`src/rtl/frame_rx.sv`:
```
// frame_rx: MK/CLK/DAT serial frame deserializer. It aligns to the frame marker and decodes
// the header and the split parameters. Define FRAME_RX_HDR_CHECK_EN to enable the word 0/10 header checks.
module frame_rx #(
  parameter int TIMEOUT = 4096,
  parameter int ERR_W   = 8
) (
  input  logic             clk,
  input  logic             reset,
  input  logic             MK,
  input  logic             CLK,
  input  logic             DAT,
  output logic [15:0]      word_data,
  output logic             word_valid,
  output logic [4:0]       word_idx,
  output logic [5:0]       str_num,
  output logic [8:0]       frm_num,
  output logic [55:0]      params,
  output logic             param_valid,
  output logic             locked,
  output logic             err,
  output logic [ERR_W-1:0] err_cnt
);

  typedef enum logic {
    S_HUNT = 1'b0,
    S_LOCK = 1'b1
  } state_t;

  localparam int              TO_W    = $clog2(TIMEOUT + 1);
  localparam logic [TO_W-1:0] TO_MAX  = TO_W'(TIMEOUT);
  localparam logic [TO_W-1:0] TO_LAST = TO_W'(TIMEOUT - 1);

  state_t            r_state;
  state_t            w_state_nxt;
  logic [2:0]        r_mk_sync;
  logic [2:0]        r_clk_sync;
  logic [2:0]        r_dat_sync;
  logic [15:0]       r_shreg;
  logic [3:0]        r_bit_cnt;
  logic [4:0]        r_widx;
  logic [5:0]        r_snum;
  logic              r_arm;
  logic [TO_W-1:0]   r_to_cnt;
  logic [55:0]       r_param_stage;
  logic              r_param_load;

  logic              w_sample;
  logic              w_mk_rise;
  logic [15:0]       w_word;
  logic              w_word_done;
  logic              w_end_pos;
  logic              w_timeout;
  logic              w_word_strobe;
  logic              w_frame_err;
  logic              w_hdr_err;

  assign w_sample    = r_clk_sync[2] & ~r_clk_sync[1];
  assign w_mk_rise   = ~r_mk_sync[2] & r_mk_sync[1];
  assign w_word      = {r_shreg[14:0], r_dat_sync[2]};
  assign w_word_done = w_sample && (r_bit_cnt == 4'd15);
  assign w_end_pos   = (r_bit_cnt == 4'd15) && (r_widx == 5'd19) && (r_snum == 6'd63);
  // One-shot: fires only on the step into TIMEOUT, never while the counter sits saturated.
  assign w_timeout   = !w_sample && (r_to_cnt == TO_LAST);
  assign locked      = (r_state == S_LOCK);

  always_ff @(posedge clk or posedge reset) begin
    if (reset) r_state <= S_HUNT;
    else       r_state <= w_state_nxt;
  end

  always_comb begin
    // NOTE: every output of this block gets a default first so no path can infer a latch.
    w_state_nxt   = r_state;
    w_word_strobe = 1'b0;
    w_frame_err   = 1'b0;
    w_hdr_err     = 1'b0;
    case (r_state)
      S_HUNT: begin
        if (w_sample && r_arm) w_state_nxt = S_LOCK;
      end
      S_LOCK: begin
        w_word_strobe = w_word_done;
        w_frame_err   = w_sample && r_arm && !w_end_pos;
`ifdef FRAME_RX_HDR_CHECK_EN
        if (w_word_done && (r_widx == 5'd0) && !w_word[0]) w_hdr_err = 1'b1;
        if (w_word_done && (r_widx == 5'd10) &&
            (w_word[0] || (w_word[15:7] != frm_num))) w_hdr_err = 1'b1;
`endif
        if (w_hdr_err || w_timeout) w_state_nxt = S_HUNT;
      end
      default: w_state_nxt = S_HUNT;
    endcase
  end

  // NOTE: sequential state uses non-blocking assignments so every register samples pre-edge values.
  always_ff @(posedge clk or posedge reset) begin
    if (reset) begin
      r_mk_sync     <= '0;
      r_clk_sync    <= '0;
      r_dat_sync    <= '0;
      r_shreg       <= '0;
      r_bit_cnt     <= '0;
      r_widx        <= '0;
      r_snum        <= '0;
      r_arm         <= 1'b0;
      r_to_cnt      <= '0;
      r_param_stage <= '0;
      r_param_load  <= 1'b0;
      word_data     <= '0;
      word_valid    <= 1'b0;
      word_idx      <= '0;
      str_num       <= '0;
      frm_num       <= '0;
      params        <= '0;
      param_valid   <= 1'b0;
      err           <= 1'b0;
      err_cnt       <= '0;
    end else begin
      r_mk_sync  <= {r_mk_sync[1:0], MK};
      r_clk_sync <= {r_clk_sync[1:0], CLK};
      r_dat_sync <= {r_dat_sync[1:0], DAT};

      if (w_sample)                r_to_cnt <= '0;
      else if (r_to_cnt != TO_MAX) r_to_cnt <= r_to_cnt + TO_W'(1);

      // A marker coinciding with a sample arms the next bit, not this one.
      if (w_timeout)      r_arm <= 1'b0;
      else if (w_mk_rise) r_arm <= 1'b1;
      else if (w_sample)  r_arm <= 1'b0;

      if (w_timeout) begin
        r_bit_cnt <= '0;
      end else if (w_sample) begin
        r_shreg <= w_word;
        if (r_arm) begin
          r_bit_cnt <= '0;
          r_widx    <= '0;
          r_snum    <= '0;
        end else begin
          r_bit_cnt <= r_bit_cnt + 4'd1;
          if (w_word_strobe) begin
            if (r_widx == 5'd19) begin
              r_widx <= '0;
              r_snum <= r_snum + 6'd1;
            end else begin
              r_widx <= r_widx + 5'd1;
            end
          end
        end
      end

      word_valid <= w_word_strobe;
      if (w_word_strobe) begin
        word_data <= w_word;
        word_idx  <= r_widx;
        str_num   <= r_snum;
        if (r_widx == 5'd0) frm_num <= w_word[15:7];
        // Words 1..7 carry the high nibbles and words 11..17 the low nibbles of {ARU..corr}.
        for (int k = 0; k < 7; k++) begin
          if (r_widx == 5'(k + 1))  r_param_stage[8*k+4 +: 4] <= w_word[3:0];
          if (r_widx == 5'(k + 11)) r_param_stage[8*k   +: 4] <= w_word[3:0];
        end
      end

      r_param_load <= w_word_strobe && (r_widx == 5'd17);
      param_valid  <= r_param_load;
      if (r_param_load) params <= r_param_stage;

      err <= w_frame_err || w_hdr_err;
      if ((w_frame_err || w_hdr_err) && (err_cnt != {ERR_W{1'b1}}))
        err_cnt <= err_cnt + ERR_W'(1);
    end
  end

endmodule

```
`config.mk`:
```
export PLATFORM = sky130hd
export DESIGN_NAME = frame_rx
export DESIGN_NICKNAME = d
export VERILOG_FILES = /design/src/rtl/frame_rx.sv
export SDC_FILE = /design/constraint.sdc
export NUM_CORES = 1
export LEC_CHECK = 0
export ABC_AREA = 1
export CAP_MARGIN = 20
export CORE_AREA = 2 2 135 137
export CTS_CLUSTER_SIZE = 28
export DETAILED_ROUTE_END_ITERATION = 12
export DIE_AREA = 0 0 137 139
export PLACE_DENSITY = 0.72
export SETUP_SLACK_MARGIN = 0.1
export SYNTH_ARGS = -nofsm -noshare
export SYNTH_HDL_FRONTEND = slang
export SYNTH_SLANG_ARGS = --single-unit
```
`constraint.sdc`:
```
create_clock -name clk -period 7.96 [get_ports clk]
set_input_delay 1.592 -clock clk [delete_from_list [all_inputs] [get_ports clk]]
set_output_delay 1.592 -clock clk [all_outputs]
set_load 0.01 [all_outputs]
```
==> impl_metrics.yaml, run 1 <==
status:
  outcome: "finished clean"
setup_path:
  path_delay_family: "buffers and inverters"
  worst_path_largest_cell_delay_ns: 0.87
  timing.critical_path.to_type: "asynchronous set/reset pin"
  worst_ep_required_time_ns: 8.37
  cp_buf_inv_count: 3
  critical_path_arrival_ns: 3.75
  critical-path-slowest-cell: "buf_4"
  worstPathCellList: "clkdlybuf4s50_1, inv_8, buf_4"
  crit_fanout: 135
  cp-start-kind: "primary input"
  timing_worst_setup_path_type: "primary input to asynchronous set/reset pin"
placed_design:
  io_buffers: 108
  standard_cell_area_after_detailed_placement_um2: 9900
  place.gp.congestion: 0.799
  hpwlAfterDp_mm: 11.0
  placement.setup.worst_slack_ns: 4.01
synth:
  mappedNetlistArea_um2: 8630
  synthTopCellsByArea: "dfrtp_1, nand2_1, mux2_2"
  mappedNetlistNets: 836
  synth_top_area_share_pct: 62.1
  yosys.cell_types.count: 30
  yosys_warnings: 0
  synth_edf_count: 0
  asyncSetResetFlopFracSynth_pct: 100
  netlist_instances: 821
  most_frequent_cell_after_synthesis: "dfrtp_1"
  yosys_register_bits: 214
  ys_dominant_reg_cell: "dfrtp_1"
  synth.avg_cell_area_um2: 10.5
  synth.yosys.seq_area_share_pct: 62.1
  synth_top_area_cell: "dfrtp_1"
  synth_common_cells: "dfrtp_1, nand2_1, o21ai_0"
cells_and_area:
  fill_cells: 1515
  syn2layout_area_growth_pct: 23.2
  final-seq-area_um2: 5360
  n_antenna_cell: 0
  nets: 946
  final_design_area_no_fill_um2: 10600
  multi_input_comb_area_um2: 2890
  drive_above_1_share_pct: 13.3
power_and_ir_drop:
  final_total_pwr_w: 0.00236
  vdd_drop_max_mv: 0.172
  p_leak_nw: 5.05
  powerDensity_nw_per_um2: 222
timing:
  final.setup.tns_ns: 0
  finalSetupViolations: 0
  tightest_slew_margin_relative_to_the_limit_pct: 35.5
  timing.final.crit_share_pct: 42.0
  hold_slack_ns: 0.349
  report.final.slew_viol_count: 0
  hold_viol: 0
  worstMarginPinSlew_ns: 0.968
  clock.fmax_mhz: 299
  layout_setup_ws_ns: 4.62
  fin_worst_skew_ns: 0.00957
  period_needed_ns: 3.34
  grt_setup_unrepaired: "no"
flow_run:
  max_cap_viol_count: 0
clock_network:
  clock_sinks: 214
  cts-root-to-sink-buffers: 3
  cts_post_setup_buffers_inserted: 0
  later_pin_clock_latency_in_the_skew_report_ns: 0.49
  cts_resized: 0
  numCtsBuffers: 22
  tritoncts_clock_tree: "yes"
  cts_hold_buf: 0
  root_buffer: "clkbuf_16"
  cts_clk_pin_slew_worst_paths_ns: 0.06
  ctsHtreeMaxLevel: 1
detailed_routing:
  post-route-drc-count: 0
  routed-via-count: 5934
  wl_per_cell_um: 14.5
  detail_route.first_pass.iterations: 5
  finalWirelength_mm: 17.0
  ant_nets: 0
  drc_violation_total_after_the_first_tritonroute_iteration: 360
  vias_per_cell: 5.05
floorplanning:
  floorplan.initialDensity_pct: 48.9
  floorplan.die.width_um: 137
  placement_rows: 49
  placeableCoreArea_um2: 17700
  chipHeight_um: 139
  io-pin-count: 109
  design.die.area_um2: 19000
worst_hold_path:
  hold_path.class: "flop to flop"
grt:
  track_usage_pct: 18.4
  initial_antenna_violation_count: 0
  grt_max_degree: 136
  grt_pass1_vias: 5641
  grt_overflow: 0
  wire_length_of_the_first_global_routing_pass_mm: 28.7
flip-flops by register name, indices dropped and copies added, names as in the netlist, 3 cells and up:
| name | flops |
|---|---|
| params | 56 |
| r_widx | 5 |
| r_mk_sync | 3 |
| err_cnt | 8 |
| word_idx | 5 |
| r_snum | 6 |
| word_data | 16 |
| str_num | 6 |
| r_param_stage | 56 |
| frm_num | 9 |
| r_dat_sync | 3 |
| r_shreg | 15 |
| r_to_cnt | 13 |
| r_clk_sync | 3 |
| r_bit_cnt | 4 |
power by group:
group | internal (W) | switching [W] | total [W]
combinational | 0.0000555 | 0.000108 | 0.000163
sequential | 0.00113 | 0.0000405 | 0.00117
clock | 0.000626 | 0.000401 | 0.00103
total | 0.00181 | 0.000550 | 0.00236
worst reg2reg max path, cell delays in order, from the launching register on:
cell and delay, ns:
dfrtp_1 0.40, nor2_4 0.62, nand2_4 0.52, inv_6 0.35
nand2_2 0.33, nand2_1 0.19, o21ai_2 0.06
routing by layer:
metal / routed length [um] / part of all wire, % / GRT usage, %
met1: 7860 / 46 / 26.8
met2: 8200 / 48 / 29.5
met4: 238 / 1.4 / 4.02
met3: 720 / 4.2 / 2.81
met5: 0 / 0 / 0
cells in the final DEF, fill, tap and decap left out, types with 2 or more instances in the layout:
cell / count
nor3_1: 13
inv_1: 63
nor2_1: 30
clkdlybuf4s50_1: 108
nor2_4: 3
o21ai_1: 33
nand2_1: 204
nand2_4: 9
nand3_1: 26
xor2_1: 6
nand2_2: 3
dfrtp_1: 213
ha_1: 10
nand3_2: 3
buf_4: 2
mux2_2: 56
o21ai_2: 9
clkbuf_1: 6
inv_2: 2
nand4_1: 16
o21ai_0: 82
clkbuf_8: 7
a21oi_1: 8
clkbuf_16: 23
clkinv_2: 3
through the flow:
stage / utilization [%] / std cells
after floorplan: - / 821
after global placement: 56.0 / 1136
after detailed placement: 56.0 / 1136
after CTS: 60.2 / 1176
after global routing: 60.2 / 1176
final: 60.2 / 1176
final timing paths:
check,start,end,slack [ns],depth (start not counted)
max in group clk,err_cnt[2]$_DFFE_PP0P_,err_cnt[2],4.82,1
hold / removal,r_dat_sync[0]$_DFF_PP0_,r_dat_sync[1]$_DFF_PP0_,0.35,0
hold reg to reg,r_dat_sync[0]$_DFF_PP0_,r_dat_sync[1]$_DFF_PP0_,0.35,0
setup / recovery,reset,r_param_load$_DFF_PP0_,4.62,3
setup reg to reg,r_clk_sync[1]$_DFF_PP0_,frm_num[5]$_DFFE_PP0P_,5.36,6
min in group asynchronous,reset,params[2]$_DFFE_PP0P_,1.67,2
cell type report:
| type | count | area share [%] |
|---|---|---|
| Tap cell | 229 | 2.69 |
| Clock inverter | 4 | 0.424 |
| Clock buffer | 36 | 6.53 |
| Timing Repair Buffer | 110 | 10.3 |
| Multi-Input combinational cell | 516 | 27.2 |
| Inverter | 67 | 2.48 |
| Sequential cell | 214 | 50.4 |
cell families (layout without fill, tap and decap cells):
kind of cell,after synthesis,count (layout),synth area share [%]
AND/OR/NAND/NOR,311,311,16.0
multiplexers,56,56,7.31
buffers and inverters,91,217,4.42
flip-flops,214,214,62.1
AO/OA/AOI/OAI,133,133,8.12
XOR/XNOR,6,6,0.609
adder cells (fa/ha/maj),10,10,1.45
No activity file was read; power rests on OpenSTA's default activity.
==> run 2, diff against run 1 <==
--- a/config.mk
+++ b/config.mk
@@ -11,7 +11,7 @@
 export CTS_CLUSTER_SIZE = 28
 export DETAILED_ROUTE_END_ITERATION = 12
 export DIE_AREA = 0 0 137 139
-export PLACE_DENSITY = 0.72
+export PLACE_DENSITY = 0.75
 export SETUP_SLACK_MARGIN = 0.1
 export SYNTH_ARGS = -nofsm -noshare
 export SYNTH_HDL_FRONTEND = slang
==> constraint.sdc (replaced) <==
create_clock -name clk -period 2.85 [get_ports clk]
set_input_delay 0.57 -clock clk [delete_from_list [all_inputs] [get_ports clk]]
set_output_delay 0.57 -clock clk [all_outputs]
set_load 0.01 [all_outputs]
==> run 2 against run 1 <==
Register-to-register slack got worse by 4.4 ns. Critical endpoint is now err_cnt[2]. Die area did not move. Flip-flop and latch count did not move. Final area rose by 0.64%. Largest cell class unchanged. Final cell count rose by 0.26%.
==> impl_metrics.yaml, run 2 (synthesis gave the netlist of run 1 again) <==
grt:
  grt_pass1_vias: 5788
  grt_overflow: 0
  initial_antenna_violation_count: 0
  wire_length_of_the_first_global_routing_pass_mm: 29.2
  track_usage_pct: 18.9
  grt_max_degree: 119
setup_path:
  reg2reg_setup_slack_ns: 1.01
  critical_path_arrival_ns: 1.55
  worst_ep_required_time_ns: 2.28
  worstReg2RegEnd: "frm_num[4]$_DFFE_PP0P_"
  critical_path.startpoint: "err_cnt[2]$_DFFE_PP0P_"
  timing.critical_path.to_type: "output port"
  timing_worst_setup_path_type: "flop to output port"
  worstRegToRegCells: 8
  cp-start-kind: "flop"
  worstSetupPathDepth: 1
  r2r_start: "r_bit_cnt[0]$_DFFE_PP0P_"
  path_delay_family: "buffers and inverters"
  critical-path-slowest-cell: "clkdlybuf4s50_1"
  crit_fanout: 7
  cp_buf_inv_count: 1
  worst_path_largest_cell_delay_ns: 0.58
  timing.critical_path.to: "err_cnt[2]"
  worstPathCellList: "clkdlybuf4s50_1"
flow_run:
  max_cap_viol_count: 0
power_and_ir_drop:
  p_leak_nw: 5.08
  powerDensity_nw_per_um2: 622
  vdd_drop_max_mv: 0.401
floorplanning:
  floorplan.initialDensity_pct: 48.9
  chipHeight_um: 139
  placeableCoreArea_um2: 17700
  placement_rows: 49
  floorplan.die.width_um: 137
  io-pin-count: 109
  design.die.area_um2: 19000
detailed_routing:
  vias_per_cell: 5.06
  routed-via-count: 5968
  ant_nets: 0
  detail_route.first_pass.iterations: 5
  wl_per_cell_um: 14.8
  post-route-drc-count: 0
  finalWirelength_mm: 17.4
  drc_violation_total_after_the_first_tritonroute_iteration: 398
status:
  outcome: "finished clean"
cells_and_area:
  final-seq-area_um2: 5360
  drive_above_1_share_pct: 13.8
  mostFrequentLayoutCell: "dfrtp_1"
  multi_input_comb_area_um2: 2890
  syn2layout_area_growth_pct: 24.0
  layout_common_cells: "dfrtp_1, nand2_1, clkdlybuf4s50_1"
  largest_registers_ranked_by_flip_flop_count: "params x56, r_param_stage x56, word_data x16"
  fin_cells: 1179
  n_antenna_cell: 0
  nets: 951
  fill_cells: 1435
  final_core_utilization_pct: 60.6
timing:
  layout_setup_ws_ns: 0.730
  worstMarginPinSlew_ns: 0.666
  report.final.slew_viol_count: 0
  tightest_slew_margin_relative_to_the_limit_pct: 55.6
  grt_setup_unrepaired: "no"
  final.setup.tns_ns: 0
  fin_worst_skew_ns: 0.00845
  period_needed_ns: 2.12
  finalSetupViolations: 0
  clock.fmax_mhz: 472
  hold_viol: 0
  timing.final.crit_share_pct: 74.4
placed_design:
  place.gp.congestion: 0.811
  hpwlAfterDp_mm: 11.6
  dp_cells: 1141
  io_buffers: 108
  placement.setup.worst_slack_ns: 0.998
clock_network:
  clock_sinks: 214
  cts_resized: 0
  cts_hold_buf: 0
  cts_post_setup_buffers_inserted: 0
  ctsHtreeMaxLevel: 1
  root_buffer: "clkbuf_16"
  cts-root-to-sink-buffers: 3
  cts_clk_pin_slew_worst_paths_ns: 0.06
  tritoncts_clock_tree: "yes"
  later_pin_clock_latency_in_the_skew_report_ns: 0.50
  numCtsBuffers: 22
worst_hold_path:
  hold_path.class: "primary input to asynchronous set/reset pin"
-- run 2: where the power goes --
group / internal [W] / total (W) / switching, W
clock: 0.00180 / 0.00292 / 0.00111
combinational: 0.000161 / 0.000470 / 0.000309
sequential: 0.00315 / 0.00327 / 0.000117
-- run 2: final cells by class --
cell class,count,share of cell area [%]
well taps,229,2.68
clock buffers,33,6.29
repair buffers,115,10.8
inverters,67,2.43
clock inverters,5,0.701
flip-flops and latches,214,50.0
multi-input cells,516,27.0
-- run 2: stage by stage --
step | hold slack [ns] | power, W | area [um^2]
global placement | 0.333 | 0.00378 | 9950
global route | 0.330 | 0.00693 | 10700
detailed placement | 0.336 | 0.00380 | 9950
finish | 0.318 | 0.00666 | 10700
CTS | 0.312 | 0.00672 | 10700
floorplan | 0.331 | 0.00361 | 8630
-- run 2: how the worst min path moves through the flow --
stage	start	endpoint	slack (ns)
after floorplan	r_clk_sync[0]$_DFF_PP0_	r_clk_sync[1]$_DFF_PP0_	0.33
after global placement	r_clk_sync[0]$_DFF_PP0_	r_clk_sync[1]$_DFF_PP0_	0.33
after detailed placement	r_clk_sync[0]$_DFF_PP0_	r_clk_sync[1]$_DFF_PP0_	0.34
after CTS	reset	params[10]$_DFFE_PP0P_	0.31
after global routing	reset	params[10]$_DFFE_PP0P_	0.33
final	reset	params[10]$_DFFE_PP0P_	0.32
-- run 2: metal layers --
layer / share of wire, % / wire [um] / up-vias / track usage, %
met5: 0 / 0 / - / 0
met4: 1.6 / 271 / 0 / 4.40
met3: 4.3 / 756 / 23 / 3.07
met2: 49 / 8560 / 120 / 30.8
met1: 45 / 7810 / 2900 / 26.6
li1: - / - / 2925 / -
